**src/rtl/mips_mem_pkg.sv**
```systemverilog
// Shared types and constants for the MEM-stage data-memory access unit.
package mips_mem_pkg;

   localparam int ADDR_W       = 32;
   localparam int DATA_W       = 32;
   localparam int MAX_WAIT_DEF = 15;

   typedef enum logic [1:0] {
      S_IDLE = 2'd0,
      S_WAIT = 2'd1,
      S_DONE = 2'd2
   } mem_state_e;

endpackage

```
**src/rtl/mem_wait_timer.sv**
```systemverilog
// Counts WAIT cycles without a memory acknowledge and flags the cycle in
// which the MAX_WAIT-th unacknowledged cycle occurs.
module mem_wait_timer #(
   parameter int MAX_WAIT = 15
) (
   input  logic clock,
   input  logic reset,
   input  logic clear,
   input  logic enable,
   output logic expired
);

   localparam int CNT_W = $clog2(MAX_WAIT + 1);

   logic [CNT_W-1:0] count;

   always_ff @(posedge clock) begin
      if (reset || clear) begin
         count <= '0;
      end else if (enable && (count != CNT_W'(MAX_WAIT))) begin
         count <= count + CNT_W'(1);
      end
   end

   // count holds the number of earlier unacknowledged cycles, so this cycle
   // is the MAX_WAIT-th one when count has reached MAX_WAIT-1.
   assign expired = enable && (count == CNT_W'(MAX_WAIT - 1));

endmodule

```
**src/rtl/mem_access_unit.sv**
```systemverilog
// MEM-stage data-memory access sequencer with ack timeout.
// Optional build macro MEM_ALIGN_CHECK_EN: reject word-misaligned accesses.
//
//   state  | meaning
//   IDLE   | no access outstanding; a new load/store is launched from here
//   WAIT   | request on the bus, waiting for dmem_ack or timeout
//   DONE   | access finished; pipeline released for one cycle
module mem_access_unit
   import mips_mem_pkg::*;
#(
   parameter int MAX_WAIT = MAX_WAIT_DEF
) (
   input  logic              clock,
   input  logic              reset,
   input  logic              MemReadM,
   input  logic              MemWriteM,
   input  logic [ADDR_W-1:0] ALUOutM,
   input  logic [DATA_W-1:0] WriteDataM,
   output logic [DATA_W-1:0] RD,
   output logic              StallM,
   output logic              BusErrM,
   output logic              MisalignM,
   output logic              dmem_req,
   output logic              dmem_we,
   output logic [ADDR_W-1:0] dmem_addr,
   output logic [DATA_W-1:0] dmem_wdata,
   input  logic [DATA_W-1:0] dmem_rdata,
   input  logic              dmem_ack
);

   mem_state_e state, state_next;

   logic access;
   logic misaligned;
   logic start;
   logic ack_hit;
   logic timeout;
   logic misalign_hit;
   logic stall;
   logic wait_no_ack;
   logic timer_expired;
   logic misalign_q;

   assign access = MemReadM | MemWriteM;

`ifdef MEM_ALIGN_CHECK_EN
   assign misaligned = |ALUOutM[1:0];
   assign MisalignM  = misalign_q;
`else
   logic unused_align;
   assign misaligned   = 1'b0;
   assign MisalignM    = 1'b0;
   assign unused_align = ^{ALUOutM[1:0], misalign_q};
`endif

   assign wait_no_ack = (state == S_WAIT) && !dmem_ack;

   mem_wait_timer #(
      .MAX_WAIT(MAX_WAIT)
   ) u_wait_timer (
      .clock  (clock),
      .reset  (reset),
      .clear  (start),
      .enable (wait_no_ack),
      .expired(timer_expired)
   );

   always_ff @(posedge clock) begin
      if (reset) begin
         state <= S_IDLE;
      end else begin
         state <= state_next;
      end
   end

   always_comb begin
      state_next   = state;
      stall        = 1'b0;
      start        = 1'b0;
      ack_hit      = 1'b0;
      timeout      = 1'b0;
      misalign_hit = 1'b0;
      case (state)
         S_IDLE: begin
            if (access) begin
               if (misaligned) begin
                  misalign_hit = 1'b1;
               end else begin
                  start      = 1'b1;
                  stall      = 1'b1;
                  state_next = S_WAIT;
               end
            end
         end
         S_WAIT: begin
            stall = 1'b1;
            // An ack in the last allowed cycle wins over the timeout.
            if (dmem_ack) begin
               ack_hit    = 1'b1;
               state_next = S_DONE;
            end else if (timer_expired) begin
               timeout    = 1'b1;
               state_next = S_DONE;
            end
         end
         S_DONE: begin
            state_next = S_IDLE;
         end
         default: begin
            state_next = S_IDLE;
         end
      endcase
   end

   assign StallM = stall && !reset;

   always_ff @(posedge clock) begin
      if (reset) begin
         RD         <= '0;
         dmem_req   <= 1'b0;
         dmem_we    <= 1'b0;
         dmem_addr  <= '0;
         dmem_wdata <= '0;
         BusErrM    <= 1'b0;
         misalign_q <= 1'b0;
      end else begin
         BusErrM    <= timeout;
         misalign_q <= misalign_hit;
         if (start) begin
            dmem_req   <= 1'b1;
            dmem_we    <= MemWriteM;
            dmem_addr  <= {ALUOutM[ADDR_W-1:2], 2'b00};
            dmem_wdata <= WriteDataM;
         end
         if (ack_hit || timeout) begin
            dmem_req <= 1'b0;
         end
         // dmem_we doubles as the "this was a store" flag, so read+write
         // requests leave RD untouched.
         if (ack_hit && !dmem_we) begin
            RD <= dmem_rdata;
         end
      end
   end

endmodule

```
**config.mk**
```make
export PLATFORM = sky130hd
export DESIGN_NAME = mem_access_unit
export DESIGN_NICKNAME = d
export VERILOG_FILES = /design/src/rtl/mips_mem_pkg.sv /design/src/rtl/mem_wait_timer.sv /design/src/rtl/mem_access_unit.sv
export SDC_FILE = /design/constraint.sdc
export NUM_CORES = 1
export LEC_CHECK = 0
export ABC_CLOCK_PERIOD_IN_PS = 1500
export CAP_MARGIN = 10
export CORE_ASPECT_RATIO = 0.6
export CORE_MARGIN = 10
export CORE_UTILIZATION = 35
export DETAILED_ROUTE_END_ITERATION = 8
export DONT_BUFFER_PORTS = 1
export GPL_TIMING_DRIVEN = 1
export PLACE_DENSITY = 0.5
export SLEW_MARGIN = 10
export SYNTH_ARGS = -nofsm -noshare
export SYNTH_HDL_FRONTEND = slang
export SYNTH_SLANG_ARGS = --single-unit
```
**constraint.sdc**
```tcl
create_clock -name clock -period 1.5 [get_ports clock]
set_input_delay 0.375 -clock clock [delete_from_list [all_inputs] [get_ports clock]]
set_output_delay 0.375 -clock clock [all_outputs]
set_load 0.03 [all_outputs]
```
==> results of run 1 <==
cell families (layout without fill, tap and decap cells):
kind of cell | Yosys count | count (layout)
compound gates | 170 | 170
simple gates | 148 | 148
flops | 103 | 103
buf+inv | 54 | 44
fa+ha+maj | 2 | 2
other cells | 1 | 3
final timing paths:
path              depth (start not counted)  slack (ns)                   from                     to
setup reg to reg                          7       -0.03               state[1]                  RD[3]
setup / recovery                          4       -0.05               state[0]                 StallM
hold reg to reg                           2        0.52  u_wait_timer.count[0]  u_wait_timer.count[0]
hold / removal                            1        0.10                  reset          dmem_addr[20]
cell usage after synthesis (all sizes together):
master	number	area, um2
a21oi	99	495
a31oi	1	6.26
and3	1	6.26
buf	5	31.3
clkbuf	44	165
conb	1	3.75
dfxtp	103	2060
ha	2	25.0
inv	5	18.8
nand2	66	248
nand3	63	315
nor2	5	18.8
nor2b	1	6.26
nor3	2	10.0
nor4bb	1	10.0
o211a	1	10.0
o21a	1	7.51
o21ai	66	330
o31ai	1	7.51
o41ai	1	8.76
or2	2	12.5
or3	3	18.8
or3b	2	17.5
or4	1	7.51
or4bb	1	11.3
worst register-to-register path, cell delays in order, from the launching register on:
cell and delay [ns]:
sky130_fd_sc_hd__dfxtp_2 0.33, sky130_fd_sc_hd__buf_6 0.11, sky130_fd_sc_hd__buf_6 0.11, sky130_fd_sc_hd__buf_4 0.15
sky130_fd_sc_hd__nor4bb_4 0.31, sky130_fd_sc_hd__buf_12 0.22, sky130_fd_sc_hd__nand2_1 0.10, sky130_fd_sc_hd__a21oi_2 0.14
registers in the layout (all words and copies together), names as in the netlist:
register and flops:
RD 32, BusErrM 1, dmem_we 1, dmem_wdata 32
dmem_addr 30, state 2, dmem_req 1, u_wait_timer.count 4
per-layer routing:
metal	share of wire	wire length [um]
met1	0.41	5270
met2	0.47	6070
met3	0.12	1500
met4	0.010	129
met5	0	0
power by group through the flow:
stage / Sequential (uW) / Clock [uW] / Combinational, uW
6_report: 3400 / 2280 / 730
5_1_grt: 3430 / 2440 / 811
4_1_cts: 3410 / 2340 / 620
3_5_place_dp: 3470 / 0 / 609
3_3_place_gp: 3470 / 0 / 585
2_1_floorplan: 3410 / 0 / 473
metrics by stage:
stage	setup TNS [ns]	area [um2]	total power, uW	hold WS (ns)
floorplan	-0.00252	3910	3890	0.484
global placement	-0.00196	4070	4060	0.454
detailed placement	-0.0129	4070	4080	0.456
CTS	-0.100	4410	6370	0.0878
global route	-1.94	4560	6680	0.0823
finish	-0.135	4560	6420	0.101
what timing repair did:
action / in CTS / in global routing
gates resized for setup: 8 / 15
cloned: 0 / 4
buffers inserted: 2 / 1
pin swaps: 2 / 2
endpoints found under the setup margin: 1 / 90
layout make-up:
class	count	area share
multi-input cells	323	0.371
clock inverters	5	0.00850
inverters	5	0.00411
repair buffers	23	0.0699
well taps	139	0.0381
flip-flops and latches	103	0.453
clock buffers	11	0.0554
cell usage in the layout, fill, tap and decap left out, types with 2 or more instances in the layout:
cell                        netlist  routed
sky130_fd_sc_hd__buf_12           0       6
sky130_fd_sc_hd__o21ai_0         66      64
sky130_fd_sc_hd__inv_6            0       3
sky130_fd_sc_hd__nor2_4           0       3
sky130_fd_sc_hd__clkbuf_16        0      12
sky130_fd_sc_hd__dfxtp_2          0       2
sky130_fd_sc_hd__buf_4            3       9
sky130_fd_sc_hd__nand3_1         63      63
sky130_fd_sc_hd__a21oi_1         99      83
sky130_fd_sc_hd__conb_1           1       3
sky130_fd_sc_hd__clkbuf_8         0       2
sky130_fd_sc_hd__or2_2            2       2
sky130_fd_sc_hd__nand2_1         66      66
sky130_fd_sc_hd__or3_1            3       3
sky130_fd_sc_hd__o21ai_1          0       2
sky130_fd_sc_hd__dfxtp_1        103     100
sky130_fd_sc_hd__nor2_1           5       2
sky130_fd_sc_hd__ha_1             2       2
sky130_fd_sc_hd__a21oi_2          0      16
sky130_fd_sc_hd__buf_6            0       5
sky130_fd_sc_hd__inv_1            5       5
==> impl_metrics.json, run 1 <==
{
  "clock_sink_count": 103,
  "vias_cell": 5.66,
  "number_of_buffers_and_inverters_on_the_critical_path": 2,
  "groute.usage.overall": 0.142,
  "grt_antenna_before_repair": 0,
  "synth_compound_area_frac": 0.225,
  "max-clock-path-buffers": 2,
  "cts_buffers": 9,
  "die_area_um2": 15700,
  "final.period_utilization": 1.03,
  "grt_setup_unrepaired": "yes",
  "routed_wire_length_per_instance_um": 21.3,
  "die_y_um": 101,
  "final_period_minus_worst_setup_slack_ns": 1.55,
  "clock_skew_ns": 0.00845,
  "post_synth_xor_area_fraction": 0,
  "critical_path.slowest_cell": "sky130_fd_sc_hd__dfxtp_4",
  "cts_tree": "done",
  "fp-row-count": 29,
  "die_w_um": 155,
  "worstSetupPathType": "reg2out",
  "wl_mm": 13.0,
  "nFillCells": 1065,
  "drtAntennaViolNets": 0,
  "synth.yosys.seq_area_share": 0.535,
  "dp_cell_count": 586,
  "placement.setup.worst_slack_ns": -0.0119,
  "detail_route.drc_violations": 0,
  "multi_input_area_um2": 1690,
  "synthMuxAreaShare": 0,
  "num_vias": 3444,
  "critical-path-top-delay-family": "flip-flops",
  "place_congestion": 0.776,
  "clock_latency_ns": 0.34,
  "power.sequential.fraction": 0.531,
  "min-delay-path-class": "in2reg",
  "maximum_number_of_pins_on_one_net_before_global_route_repair": 100,
  "timing.critical_path.slowest_cell_delay_ns": 0.37,
  "slew_headroom": 0.549,
  "powerDensity_nw_per_um2": 1410,
  "ctsHoldBuffers": 0,
  "dp_hpwl_mm": 8.35,
  "syn-cell-area_um2": 3850,
  "grt_first_pass_wirelength_mm": 18.3,
  "cts_root_buf": "sky130_fd_sc_hd__clkbuf_16",
  "drt_pass1_iterations": 5,
  "arrival_ns": 1.17,
  "vias_in_the_first_global_route": 3190,
  "ff_latch_area_um2": 2070,
  "critical_path.cell_chain": "buf_6 > nor2_4 > nor3_4 > buf_12",
  "power.share.combinational": 0.114,
  "fmax_mhz": 646,
  "timing.max_cap.violations": 0,
  "failed_checks": "setup timing",
  "io-pin-count": 202,
  "final_core_utilization": 0.428,
  "clock_power_share": 0.355,
  "netlist_instances": 478,
  "share_of_final_layout_standard_cells_stronger_than_drive_strength_1": 0.140,
  "antennaDiodeCount": 0,
  "synth_top_family_by_area": "compound AO/OA/AOI/OAI gates",
  "yosys_register_bits": 103,
  "swShare": 0.305,
  "crit_path_start_kind": "flip-flop",
  "synth_adder_area_share": 0.00649,
  "layout.cells.non_filler": 609,
  "yosysWarnings": 0,
  "report.final.slew_viol_count": 0,
  "detail_route.iter0.violations": 252,
  "worst_slack_ns": -0.0482,
  "switching_power_summed_over_all_nets_uw": 1960,
  "finish.net_count": 568,
  "synth_simple_gate_area_frac": 0.177,
  "grt.met3_usage": 0.0804,
  "ir_drop_uv": 537,
  "syn2layout_area_growth_pct": 18.4,
  "peak_usage_layer_in_the_global_routing_report": "met2",
  "io_buffers": 0,
  "use_met1": 0.167,
  "grtUsageMet2": 0.220,
  "htreeDepth": 3,
  "internal_power_uw": 4460,
  "status": "finished, violations left",
  "design.core.area_um2": 10700,
  "path_max_fanout": 6,
  "globalRoute.totalOverflow": 0,
  "final-hold-violation-count": 0,
  "endpoint_class_of_the_critical_path": "output port",
  "cts.reportedPaths.clkPinSlew_ns": 0.08,
  "syn_area_per_cell_um2": 8.06,
  "transition_time_of_the_tightest_slew_check_pin_ns": 0.676,
  "finalSetupViolCount": 11,
  "synth.lib_cells_used.distinct": 28,
  "power.static_leakage_uw": 0.00160,
  "worst-endpoint-required_ns": 1.12,
  "initial_core_util": 0.361
}
Power figures use the tool's default switching activity.
==> run 2: changes to the inputs <==
Settings changed: CELL_PAD_IN_SITES_DETAIL_PLACEMENT set to 1, CELL_PAD_IN_SITES_GLOBAL_PLACEMENT set to 2, CORE_UTILIZATION 35 to 29, PLACE_DENSITY 0.5 to 0.72.
==> run 2 against run 1 <==
The flow still finishes with violations (setup timing); cell count is 5.3% higher; worst setup slack better by 0.0052 ns; sequential share of layout area is 2.0 points lower; critical path type is now reg2reg; highest routed layer unchanged.
==> impl_metrics.json, run 2 (same netlist as run 1, synthesis figures left out) <==
{
  "transition_time_of_the_tightest_slew_check_pin_ns": 0.684,
  "finalSetupViolCount": 18,
  "grtUsageMet2": 0.197,
  "timing.max_cap.violations": 0,
  "number_of_buffers_and_inverters_on_the_critical_path": 2,
  "min-delay-path-class": "in2reg",
  "htreeDepth": 3,
  "critical-path-top-delay-family": "simple AND/OR/NAND/NOR gates",
  "ff2ff_setup_slack_ns": -0.04,
  "final.setup.tns_ns": -0.342,
  "grt_first_pass_wirelength_mm": 19.7,
  "clock_latency_ns": 0.34,
  "final.period_utilization": 1.03,
  "antennaDiodeCount": 0,
  "path_max_fanout": 8,
  "max-clock-path-buffers": 2,
  "syn2layout_area_growth_pct": 23.7,
  "hold_ws_ns": 0.107,
  "top_regs": "RD: 32 flops, dmem_wdata: 32 flops, dmem_addr: 30 flops",
  "reg2reg_to": "RD[4]",
  "share_of_final_layout_standard_cells_stronger_than_drive_strength_1": 0.197,
  "commonest_cells_after_routing_fill_and_taps_aside": "sky130_fd_sc_hd__dfxtp_1, sky130_fd_sc_hd__a21oi_1, sky130_fd_sc_hd__o21ai_0",
  "worst_slack_ns": -0.0430,
  "layout.cells.most_common": "sky130_fd_sc_hd__dfxtp_1",
  "crit_path_start_kind": "flip-flop",
  "final_core_utilization": 0.369,
  "timing.hold.worst_endpoint": "dmem_wdata[5]",
  "power.static_leakage_uw": 0.00165,
  "die_w_um": 169,
  "io-pin-count": 202,
  "arrival_ns": 1.78,
  "final-hold-violation-count": 0,
  "groute.usage.overall": 0.131,
  "cts.reportedPaths.clkPinSlew_ns": 0.07,
  "initial_core_util": 0.298,
  "grt_antenna_before_repair": 0,
  "detail_route.iter0.violations": 255,
  "status": "finished, violations left",
  "io_buffers": 0,
  "vias_in_the_first_global_route": 3470,
  "num_vias": 3444,
  "worstSetupPathDepth": 5,
  "detail_route.drc_violations": 0,
  "dp_hpwl_mm": 9.13,
  "maximum_number_of_pins_on_one_net_before_global_route_repair": 100,
  "cts_buffers": 9,
  "drt_pass1_iterations": 4,
  "hold_depth": 1,
  "clock_sink_count": 103,
  "grt.met3_usage": 0.0891,
  "endpoint_class_of_the_critical_path": "flip-flop",
  "failed_checks": "setup timing",
  "globalRoute.totalOverflow": 0,
  "worstSetupPathType": "reg2reg",
  "powerDensity_nw_per_um2": 1340,
  "hold_start": "reset",
  "critical_path.slowest_cell": "sky130_fd_sc_hd__or4bb_4",
  "total_power_uw": 6410,
  "critical_path.cell_chain": "buf_6 > or4bb_4 > clkbuf_16 > nand2_2 > a21oi_1",
  "die_y_um": 109,
  "die_area_um2": 18500,
  "clock_skew_ns": 0.00895,
  "placement.setup.worst_slack_ns": -0.0350,
  "routed_wire_length_per_instance_um": 21.5,
  "grt_setup_unrepaired": "yes",
  "design.core.area_um2": 12900,
  "vias_cell": 5.37,
  "place_congestion": 0.758,
  "report.final.slew_viol_count": 0,
  "crit-reg2reg-launch": "state[0]",
  "fp-row-count": 32,
  "final_period_minus_worst_setup_slack_ns": 1.54,
  "timing.critical_path.slowest_cell_delay_ns": 0.62,
  "slew_headroom": 0.544,
  "finish.net_count": 569,
  "worst-endpoint-required_ns": 1.74,
  "peak_usage_layer_in_the_global_routing_report": "met2",
  "fmax_mhz": 648,
  "cts_tree": "done",
  "wl_mm": 13.8,
  "use_met1": 0.151,
  "drtAntennaViolNets": 0,
  "ir_drop_uv": 523,
  "cts_root_buf": "sky130_fd_sc_hd__clkbuf_16",
  "r2r.worst_path.cells": 5
}
-- run 2: worst max path at each step --
stage	endpoint	startpoint	slack [ns]
floorplan	StallM	MemWriteM	-0.003
global placement	u_wait_timer.count[1]	dmem_ack	-0.02
detailed placement	u_wait_timer.count[1]	dmem_ack	-0.03
CTS	StallM	state[0]	-0.06
global route	StallM	state[0]	-0.1
finish	RD[4]	state[0]	-0.04
-- run 2: final cells by class --
cell class	instances	area, um2
Multi-Input combinational cell	323	1830
Fill cell	1490	8170
Tap cell	170	213
Sequential cell	103	2070
Timing Repair Buffer	24	352
Clock inverter	5	40.0
Inverter	5	18.8
Clock buffer	11	243
-- run 2: metrics by stage --
stage                     area [um2]  cells
after detailed placement        4140    617
after global routing            4770    641
final                           4770    641
after floorplan                 3910    480
after CTS                       4440    635
after global placement          4140    617
-- run 2: per-layer routing --
metal,routed length (um),part of all wire
met2,6230,0.45
met4,91,0.0066
met5,0,0
met3,1910,0.14
met1,5560,0.40
-- run 2: what timing repair did --
| item | 4_1_cts | 5_1_grt |
|---|---|---|
| hold endpoints to repair | 0 | 0 |
| pin swaps | 2 | 27 |
| gates cloned | 0 | 4 |
| hold buffers | 0 | 0 |
| setup buffers | 2 | 2 |
| gates resized for setup | 1 | 61 |
| setup endpoints to repair | 1 | 83 |
-- run 2: report_power, final --
group	leakage [uW]	internal [uW]	switching, uW	total [uW]
Sequential	0.000845	2920	496	3410
Clock	0.000141	1190	1060	2250
Combinational	0.000663	311	428	738
Total	0.00165	4420	1990	6410
==> run 3: changes to the inputs <==
Settings changed: CORE_MARGIN 10 to 2, CTS_CLUSTER_SIZE set to 14.
==> run 3 against run 2 <==
The flow still finishes with violations (setup timing); global-route usage increased by 2.9 points; worst setup slack got worse by 0.015 ns; clock power increased by 9.8%; maximum frequency decreased by 0.99%; flip-flop and latch count unchanged; cell count decreased by 0.62%; utilization decreased by 1.5 points; sequential power about the same; critical path depth decreased by 1; critical endpoint is now StallM; largest cell class unchanged.
==> impl_metrics.json, run 3 (same netlist as run 1, synthesis figures left out) <==
{
  "status": "finished, violations left",
  "failed_checks": "setup timing",
  "report.final.slew_viol_count": 0,
  "crit_path_start_kind": "flip-flop",
  "grt_setup_unrepaired": "yes",
  "layout.cells.non_filler": 637,
  "die_w_um": 153,
  "internal_power_uw": 4590,
  "detail_route.iter0.violations": 148,
  "io_buffers": 0,
  "slew_headroom": 0.557,
  "path_max_fanout": 3,
  "clock_sink_count": 103,
  "top_regs": "RD: 32 flops, dmem_wdata: 32 flops, dmem_addr: 30 flops",
  "vias_in_the_first_global_route": 3484,
  "drtAntennaViolNets": 0,
  "clock_skew_ns": 0.00696,
  "grt_antenna_before_repair": 0,
  "clock_latency_ns": 0.34,
  "final_period_minus_worst_setup_slack_ns": 1.56,
  "share_of_final_layout_standard_cells_stronger_than_drive_strength_1": 0.111,
  "critical_path.slowest_cell": "sky130_fd_sc_hd__dfxtp_2",
  "place_congestion": 0.719,
  "dp_cell_count": 618,
  "fp-row-count": 32,
  "critical-path-top-delay-family": "flip-flops",
  "cts_buffers": 9,
  "fmax_mhz": 642,
  "final.period_utilization": 1.04,
  "initial_core_util": 0.299,
  "design.core.area_um2": 12900,
  "vias_cell": 5.31,
  "die_area_um2": 14300,
  "groute.usage.overall": 0.161,
  "finish.net_count": 565,
  "transition_time_of_the_tightest_slew_check_pin_ns": 0.665,
  "globalRoute.totalOverflow": 0,
  "commonest_cells_after_routing_fill_and_taps_aside": "sky130_fd_sc_hd__dfxtp_1, sky130_fd_sc_hd__a21oi_1, sky130_fd_sc_hd__nand3_1, sky130_fd_sc_hd__nand2_1, sky130_fd_sc_hd__o21ai_0",
  "timing.max_cap.violations": 0,
  "power.share.combinational": 0.103,
  "drt_pass1_iterations": 4,
  "arrival_ns": 1.18,
  "htreeDepth": 3,
  "ff2ff_setup_slack_ns": -0.02,
  "cts_tree": "done",
  "timing.critical_path.slowest_cell_delay_ns": 0.35,
  "detail_route.drc_violations": 0,
  "clock_power_share": 0.378,
  "powerDensity_nw_per_um2": 1430,
  "worstSetupPathType": "reg2out",
  "syn2layout_area_growth_pct": 18.2,
  "cts.reportedPaths.clkPinSlew_ns": 0.07,
  "worst-endpoint-required_ns": 1.12,
  "finalSetupViolCount": 19,
  "ir_drop_uv": 637,
  "critical_path.cell_chain": "buf_6 > nor2_4 > nor3_4 > buf_12",
  "maximum_number_of_pins_on_one_net_before_global_route_repair": 100,
  "switching_power_summed_over_all_nets_uw": 1940,
  "endpoint_class_of_the_critical_path": "output port",
  "final.setup.tns_ns": -0.270,
  "min-delay-path-class": "in2reg",
  "final-hold-violation-count": 0,
  "cts_root_buf": "sky130_fd_sc_hd__clkbuf_16",
  "io-pin-count": 202,
  "worst_slack_ns": -0.0585,
  "grt_first_pass_wirelength_mm": 18.4,
  "routed_wire_length_per_instance_um": 18.9,
  "power.sequential.fraction": 0.520,
  "power.static_leakage_uw": 0.00159,
  "die_y_um": 93.3,
  "layout.cells.most_common": "sky130_fd_sc_hd__dfxtp_1",
  "number_of_buffers_and_inverters_on_the_critical_path": 2,
  "max-clock-path-buffers": 2,
  "ctsHoldBuffers": 0,
  "swShare": 0.298,
  "num_vias": 3380,
  "antennaDiodeCount": 0,
  "dp_hpwl_mm": 7.87,
  "wl_mm": 12.0
}
==> run 3: worst paths after layout <==
path / startpoint / end / depth (start not counted)
setup reg to reg: state[1] / RD[5] / 5
hold reg to reg: u_wait_timer.count[1] / u_wait_timer.count[1] / 2
hold / removal: reset / RD[16] / 1
setup / recovery: state[0] / StallM / 4
==> run 3: timing repair <==
item | CTS | global route
pin swaps | 2 | 1
gates resized for setup | 2 | 12
hold endpoints to repair | 0 | 0
buffers inserted | 0 | 0
cloned | 0 | 3
endpoints found under the setup margin | 2 | 65
==> run 3: metal layers <==
metal | wire (um) | vias up | track usage
met1 | 5310 | 1628 | 0.193
met3 | 1250 | 8 | 0.0797
met5 | 0 | - | 0
met2 | 5380 | 131 | 0.262
met4 | 87 | 0 | 0.0347
li1 | - | 1613 | -
==> run 3: power groups by stage <==
stage	sequential, uW	clock (uW)	combinational (uW)
floorplan	3410	0	473
global placement	3460	0	605
detailed placement	3460	0	640
CTS	3400	2570	645
global route	3420	2680	756
finish	3400	2470	670
==> run 3: worst register-to-register path, stage by stage (launching register included) <==
cell and delay, ns:
sky130_fd_sc_hd__dfxtp_2 0.32, sky130_fd_sc_hd__buf_6 0.13, sky130_fd_sc_hd__or4bb_4 0.62, sky130_fd_sc_hd__clkbuf_16 0.21, sky130_fd_sc_hd__nand2_1 0.07, sky130_fd_sc_hd__a21oi_1 0.07
==> run 3: layout make-up <==
class	instances	area, um2
clock buffer	11	253
clock inverter	5	63.8
fill	1492	8340
inverter	5	18.8
multi-input combinational	323	1650
sequential	103	2070
tap	170	213
timing repair buffer	20	292
==> run 3: stage by stage <==
step                cell area [um2]  hold WS [ns]   util  worst slack, ns  total power, uW
floorplan                      3910         0.484      -         -0.00252             3890
global placement               4150         0.454  0.322           0.0407             4060
detailed placement             4150         0.459  0.322         -0.00545             4100
CTS                            4470        0.0866  0.347          -0.0805             6610
global route                   4560        0.0823  0.353           -0.107             6860
finish                         4560         0.103  0.353          -0.0585             6540
